**config.mk**
```make
export PLATFORM = sky130hd
export DESIGN_NAME = led_pattern_engine
export DESIGN_NICKNAME = d
export VERILOG_FILES = /design/src/rtl/led_pattern_engine.sv
export SDC_FILE = /design/constraint.sdc
export NUM_CORES = 1
export LEC_CHECK = 0
export CORE_MARGIN = 3
export CORE_UTILIZATION = 64
export DETAILED_ROUTE_END_ITERATION = 8
export PLACE_DENSITY = 0.93
export SYNTH_ARGS = -nofsm -noshare
export SYNTH_HDL_FRONTEND = slang
export SYNTH_SLANG_ARGS = --single-unit
```
**constraint.sdc**
```tcl
create_clock -name clk_50M -period 4.4 [get_ports clk_50M]
set_clock_uncertainty 0.1 [all_clocks]
set_input_delay 0.88 -clock clk_50M [delete_from_list [all_inputs] [get_ports clk_50M]]
set_output_delay 0.88 -clock clk_50M [all_outputs]
set_load 0.02 [all_outputs]
```
**src/rtl/led_pattern_engine.sv**
```systemverilog
// LED pattern sequencer: a programmable divider paces FILL, CHASE, BOUNCE and
// BLINK patterns across WIDTH outputs, with step and cycle-complete pulses.
module led_pattern_engine #(
  parameter int unsigned WIDTH = 8,
  parameter int unsigned DIV   = 25_000_000
) (
  input  logic             clk_50M,
  input  logic             reset,
  input  logic             en,
  input  logic [1:0]       mode,
  input  logic             dir,
  output logic [WIDTH-1:0] out,
  output logic             step,
  output logic             cycle_done
);

  localparam int unsigned   CW       = (DIV > 1) ? $clog2(DIV) : 1;
  localparam logic [CW-1:0] CNT_LAST = CW'(DIV - 1);

  typedef enum logic [1:0] {
    FILL   = 2'd0,
    CHASE  = 2'd1,
    BOUNCE = 2'd2,
    BLINK  = 2'd3
  } mode_t;

  // FWD = FILL "on" / BOUNCE "up"; REV = FILL "off" / BOUNCE "down"
  typedef enum logic {
    PH_FWD = 1'b0,
    PH_REV = 1'b1
  } phase_t;

  logic [CW-1:0]    cnt;
  mode_t            mode_q;
  logic             dir_q;
  phase_t           phase;

  mode_t            mode_in;
  logic             tick;
  logic             restart;
  logic [WIDTH-1:0] lsb_bit;
  logic [WIDTH-1:0] msb_bit;
  logic [WIDTH-1:0] start_pat;
  logic [WIDTH-1:0] home;
  logic [WIDTH-1:0] far_end;
  logic [WIDTH-1:0] nxt_out;
  logic             nxt_done;
  phase_t           nxt_phase;

  assign mode_in = mode_t'(mode);
  assign tick    = en && (cnt == CNT_LAST);
  assign lsb_bit = WIDTH'(1);
  assign msb_bit = {1'b1, {(WIDTH-1){1'b0}}};
  assign home    = dir_q ? msb_bit : lsb_bit;
  assign far_end = dir_q ? lsb_bit : msb_bit;

  // BLINK ignores direction, so a dir change alone never restarts it
  assign restart = (mode_in != mode_q) || ((dir != dir_q) && (mode_q != BLINK));

  always_comb begin
    start_pat = '0;
    case (mode_in)
      FILL:   start_pat = '0;
      CHASE:  start_pat = dir ? msb_bit : lsb_bit;
      BOUNCE: start_pat = dir ? msb_bit : lsb_bit;
      BLINK:  start_pat = '1;
    endcase
  end

  always_comb begin
    nxt_out   = start_pat;
    nxt_done  = 1'b0;
    nxt_phase = PH_FWD;
    if (!restart) begin
      case (mode_q)
        FILL: begin
          if (phase == PH_FWD) begin
            nxt_out   = dir_q ? {1'b1, out[WIDTH-1:1]} : {out[WIDTH-2:0], 1'b1};
            nxt_phase = (nxt_out == '1) ? PH_REV : PH_FWD;
          end else begin
            nxt_out = dir_q ? {1'b0, out[WIDTH-1:1]} : {out[WIDTH-2:0], 1'b0};
            if (nxt_out == '0) begin
              nxt_phase = PH_FWD;
              nxt_done  = 1'b1;
            end else begin
              nxt_phase = PH_REV;
            end
          end
        end
        CHASE: begin
          if (out == '0) begin
            nxt_out = home;
          end else begin
            nxt_out  = dir_q ? {out[0], out[WIDTH-1:1]} : {out[WIDTH-2:0], out[WIDTH-1]};
            nxt_done = (nxt_out == home);
          end
        end
        BOUNCE: begin
          if (out == '0) begin
            nxt_out = home;
          end else if (phase == PH_FWD) begin
            nxt_out   = dir_q ? (out >> 1) : (out << 1);
            nxt_phase = (nxt_out == far_end) ? PH_REV : PH_FWD;
          end else begin
            nxt_out = dir_q ? (out << 1) : (out >> 1);
            if (nxt_out == home) begin
              nxt_phase = PH_FWD;
              nxt_done  = 1'b1;
            end else begin
              nxt_phase = PH_REV;
            end
          end
        end
        BLINK: begin
          nxt_out  = (out == '1) ? '0 : '1;
          nxt_done = (out == '1);
        end
      endcase
    end
  end

  always_ff @(posedge clk_50M or negedge reset) begin
    if (!reset) begin
      cnt        <= '0;
      out        <= '0;
      step       <= 1'b0;
      cycle_done <= 1'b0;
      mode_q     <= FILL;
      dir_q      <= 1'b0;
      phase      <= PH_FWD;
    end else begin
      step       <= 1'b0;
      cycle_done <= 1'b0;
      if (tick) begin
        cnt        <= '0;
        out        <= nxt_out;
        step       <= 1'b1;
        cycle_done <= nxt_done;
        phase      <= nxt_phase;
        mode_q     <= mode_in;
        dir_q      <= dir;
      end else if (en) begin
        cnt <= cnt + 1'b1;
      end
    end
  end

endmodule

```
# --- After elaboration in Yosys (flattened, before gate mapping) ---
# Index checks and enable logic that the tools add are counted.
word_totals:
  wordCells: 68
  inputBits: 6
  reg_bits: 39
  output_inout_bits: 10
op_classes:
  n_mux: 36
  n_reduce_logical: 9
  addsub: 1
  eq_ne: 15
ops:
  columns: ["operator", "n"]
  rows:
  - ["$mux 8", 13]
  - ["$mux 25", 2]
  - ["$pmux 8 s4", 1]
  - ["$add 25x1->25 const B", 1]
  - ["$eq 25x25->1 const B", 1]
  - ["$eq 8x8->1", 3]
  - ["$pmux 8 s3", 1]
  - ["$mux 1", 17]
  - ["$eq 8x8->1 const B", 2]
  - ["$logic_not 8->1", 2]
  - ["$eq 2x2->1 const B", 4]
  - ["$eq 2x1->1 const B", 2]
  - ["$logic_not 2->1", 2]
  - ["$pmux 1 s4", 1]
  - ["$logic_and 1x1->1", 2]
  - ["$ne 2x2->1", 1]
  - ["$ne 2x2->1 const B", 1]
  - ["$pmux 1 s2", 1]
  - ["$reduce_bool 2->1", 1]
  - ["$reduce_or 2->1", 1]
  - ["$logic_or 1x1->1", 1]
  - ["$ne 1x1->1", 1]

# --- Longest topological paths before layout ---
logic_depth:
  depth_word: 8
  depth_mapped: 9
  mapped_depth_nobuf: 7

# --- Worst setup path after synthesis ---
# OpenSTA, ideal clock, no wires.
synth_timing:
  kind: "input port to flip-flop"
  from: "input port en"
  to: "register cnt[0]"
  path_slack_ps: 1755
  arrival_time_ps: 2420
  path_stages: 9
  setup_time_ps: 125
  required_ps: 4175
  path_cell_list: "buf_2 nand2_1 or2_1 or4_4 buf_6 clkinv_2 buf_6 nor2_1 mux2_2"
synth_between:
  elab_chain_cells: 2
synth_rtl:
  columns: ["item", "line_no", "rtl"]
  rows:
  - ["start: declaration", "9", "input logic en,"]
  - ["$logic_and 1x1->1", "51", "assign tick = en && (cnt == CNT_LAST);"]
  - ["$mux 25 or $reduce_bool 2->1 (tied branches)", null, null]
  - ["end signal: assignment", "143", "cnt <= cnt + 1'b1;"]
  - ["end: declaration", "33", "logic [CW-1:0] cnt;"]
# Parallel ways exist; a longest one is shown, timed or not.
# A chain may end at the register's enable or synchronous reset.

# --- Final worst setup path ---
layout_timing:
  from: "input port mode[1]"
  to: "register out[6]"
layout_between:
  elab_chain_cells: 4
layout_rtl:
  columns: ["item", "line_no", "rtl"]
  rows:
  - ["start: declaration", "10", "input logic [1:0] mode,"]
  - ["$eq 2x2->1 or $eq 2x1->1 (tied branches)", "62", "case (mode_in)"]
  - ["$reduce_or 2->1 (no source line)", null, null]
  - ["$pmux 8 s3", "62", null]
  - ["$mux 8 (*)", "74", "if (!restart) begin"]
  - ["end signal: assignment", "136", "out <= nxt_out;"]
  - ["end: declaration", "12", "output logic [WIDTH-1:0] out,"]
# Mark *: on every way between the ends. The rest lies on a longest branch, timed or not.

==> metrics.md <==
| Metric | Value |
|---|---|
| Data arrival, critical path | between 3 and 4 ns |
| Total Die Area | roughly 4700 sq um |
| All-Layer GR Usage | 0.264 |
| Hold buffers post-CTS | 0 |
| Setup TNS | 0 ns |
| DP Worst Slack | a little under 1 ns |
| Max incr delay on CP | 0.77 ns |
| WHS | approximately 0.41 ns |
| Top FF cell, synth | dfrtp_1 |
| Post-synthesis register bit count | 39 |
| Hold Crit Class | register to register |
| Resize count post-CTS | 0 |
| Dpl cell area | between 2000 and 3000 sq um |
| Mapped Nets | just over 300 |
| Cell Count Post-Placement | approximately 340 |
| Mux cell area share after synthesis | 0.0409 |
| Post-DP HPWL | about 3700 um |
| Largest net degree at the start of global routing | 40 |
| Setup Fix Bufs, Post-CTS | 0 |
| Compound-Gate Fraction of Synth Area | 0.150 |
| Actual slew at the worst max-slew pin | slightly below 1 ns |
| Fin. max-slew vios | 0 |
| # setup viols final | 0 |
| Initial Util | 0.675 |
| Initial antenna violation count | 0 |
| Number of top-level pins | 16 |
| Cell Count, Final, Fillers Out | ~340 |
| Drc violations | 0 |
| Share of flip-flops with an asynchronous set or reset | 1.00 |
| Crit Path Max Fanout | 6 |
| Yosys warns | 0 |
| Die H | just under 70 um |
| Number of global-route vias before repair | between 1,500 and 2,000 |
| Crit start category | primary input |
| CP Cell Sequence | clkdlybuf4s50_1 > xor2_1 > nor4_1 > o21ai_0 > a211oi_1 > o21ai_0 |
| Synth top area cells | dfrtp_1 (39%), nor2_1 (5.4%), xnor2_1 (4.9%), xor2_1 (3.8%), nand2_1 (3.7%) |
| Minimum clock period | between 3 and 4 ns |
| Top-area cell type share of the netlist area | 0.389 |
| Outcome | finished clean |
| Total power | 853 uW |
| Mapped Area | 2510 sq um |
| Worst-Skew Late Latency | about 0.29 ns |
| Diode count | 0 |
| Vias | about 2,200 |
| EDFF count, synth | 0 |
| CTS clk-pin slew, worst paths | ~0.080 ns |
| XOR/XNOR Fraction of Synth Area | 0.0872 |
| Number of library cell types mapped by synthesis | ~50 |
| Synth top cells by count | dfrtp_1 (39), nor2_1 (36), nand2_1 (25), o21ai_0 (16), xnor2_1 (14) |
| Final Cycle Share | 0.738 |
| CP Buf/Inv Count | 1 |
| Post-Synth Adder-Cell Area | 0.0199 |
| Critical Path RT | roughly 4.5 ns |
| Area growth syn-to-layout | 9.52% |
| Num Clock Sinks | 39 |
| Post-synthesis sequential area ratio | 0.389 |
| Final hold vios | 0 |
| Drt pass-1 iters | 5 |
| First-pass GRT wire length | 9250 um |
| Type of the worst setup path | primary input to register |
| Worst path most repeated cell | o21ai_0 |
| Layout cells sized above 1 | 0.0475 |
| Longest Clk Path Bufs | 2 |
| Maximum VDD drop | ~0.00035 V |
| Final design utilization | 0.740 |
| Critical path's slowest cell | nor4_1 |
| Highest clock rate | approximately 310 MHz |
| Core ar. | 3720 sq um |
| Die Width | 68.6 um |
| Delay-heaviest family, CP | compound AO/OA/AOI/OAI gates |
| Cell area power density | 310 nW/um^2 |
| DRT iter0 DRCs | ~360 |
| Post-DRT Antenna Nets | 0 |
| Most frequent cell after synthesis | dfrtp_1 |
| Syn Inst Count | approximately 290 |
| Syn_area_per_cell | about 8.6 sq um |
| Crit end category | register |
| Leakage Power | between 1 and 1.5 nW |
| Largest family of logic cells by synthesized area | simple AND/OR/NAND/NOR gates |
| Simple logic cell fraction of the synthesized area | 0.259 |
| Grt total ovfl | 0 |
| Max_cap viols | 0 |
| CTS tree | built |
| CTS root buffer | clkbuf_8 |
| Num rows | 22 |
| Yosys top cell by area | dfrtp_1 |
| Post-Route WL | between 5000 and 6000 um |
| Post-DR vias/cell | between 6 and 7 |
| Minimum setup slack in the final design | 1.15 ns |
| Port bufs | 15 |
| Routability cong. | 0.943 |
| Slew margin rel. | 0.342 |
| Final Cell Area | between 2000 and 3000 sq um |
| RSZ-0062 raised after global routing | false |
| Nets | between 300 and 400 |
| CTS H-tree lvls | 2 |
| CTS Buf Count | 5 |
| Mean routed wirelength per cell | between 15 and 20 um |
## sequential cells by signal, summed over array words and instances (netlist names)
signal and flops:
cnt 25, cycle_done 1, out 8, step 1, phase 1, mode_q 2
dir_q 1
## per-layer routing
layer  routed length, um  share of wire  global-route usage
met2                2530           0.45               0.391
met5                   0              0                   0
met1                2510           0.44               0.364
met4                 163          0.029               0.117
met3                 446          0.079              0.0632
## final cells by class
| class | count | area [sq um] |
|---|---|---|
| clock buffer | 6 | 72.6 |
| clock inverter | 2 | 60.1 |
| fill | 269 | 967 |
| inverter | 10 | 38.8 |
| multi-input combinational | 223 | 1400 |
| sequential | 39 | 976 |
| tap | 48 | 60.1 |
| timing repair buffer | 15 | 145 |
## worst paths after layout
| kind | from | endpoint | slack, ns | cells after the start |
|---|---|---|---|---|
| worst max-delay path | mode[1] | out[6] | 1.15 | 6 |
| worst min-delay path | cnt[17] | cnt[17] | 0.41 | 1 |
| worst max register to register | dir_q | out[6] | 1.26 | 5 |
| worst min register to register | cnt[17] | cnt[17] | 0.41 | 1 |
| max in group asynchronous | reset | out[2] | 3.06 | 1 |
| min in group asynchronous | reset | cnt[10] | 0.60 | 1 |
## cell usage in the layout (no fill, tap or decap), types with 2 or more instances in the layout
cell type | synthesis | layout
o21ai_0 | 16 | 16
nor2_1 | 36 | 36
clkdlybuf4s50_1 | 0 | 14
or3_1 | 3 | 3
nor2b_1 | 4 | 4
a21oi_1 | 11 | 11
mux2i_1 | 8 | 8
a211oi_1 | 2 | 2
nor3_1 | 10 | 10
a31oi_1 | 3 | 3
dfrtp_1 | 39 | 39
and2_1 | 3 | 3
bufinv_16 | 0 | 2
nand2_1 | 25 | 25
nand3_1 | 10 | 10
nand4_1 | 12 | 12
o31ai_1 | 3 | 3
and3_1 | 4 | 4
mux2_2 | 2 | 2
o211ai_1 | 6 | 6
xor2_1 | 11 | 11
a311oi_1 | 2 | 2
clkbuf_8 | 0 | 5
nor4b_1 | 4 | 4
ha_1 | 4 | 4
nand2b_1 | 4 | 4
inv_1 | 9 | 9
xnor2_1 | 14 | 14
a221oi_1 | 5 | 5
or4_1 | 3 | 3
nor4_1 | 2 | 2
## power by group
part           leakage, nW  switching, mW  internal, mW  total (mW)
Sequential           0.518         0.0355         0.386       0.422
Combinational        0.545         0.0453        0.0388      0.0840
Clock               0.0654          0.121         0.227       0.347
Total                 1.13          0.201         0.652       0.853
## worst reg2reg max path, stage by stage (launching register included)
cell and delay, ns:
dfrtp_1 0.97, xor2_1 0.19, nor4_1 0.84, o21ai_0 0.41, a211oi_1 0.35, o21ai_0 0.15
## kinds of logic (layout without fill, tap and decap cells)
family / Yosys count / after routing
xor+xnor: 25 / 25
flops: 39 / 39
compound gates: 57 / 57
buf+inv: 31 / 33
simple gates: 127 / 127
mux: 10 / 10
fa+ha+maj: 4 / 4
Power figures use the tool's default switching activity.
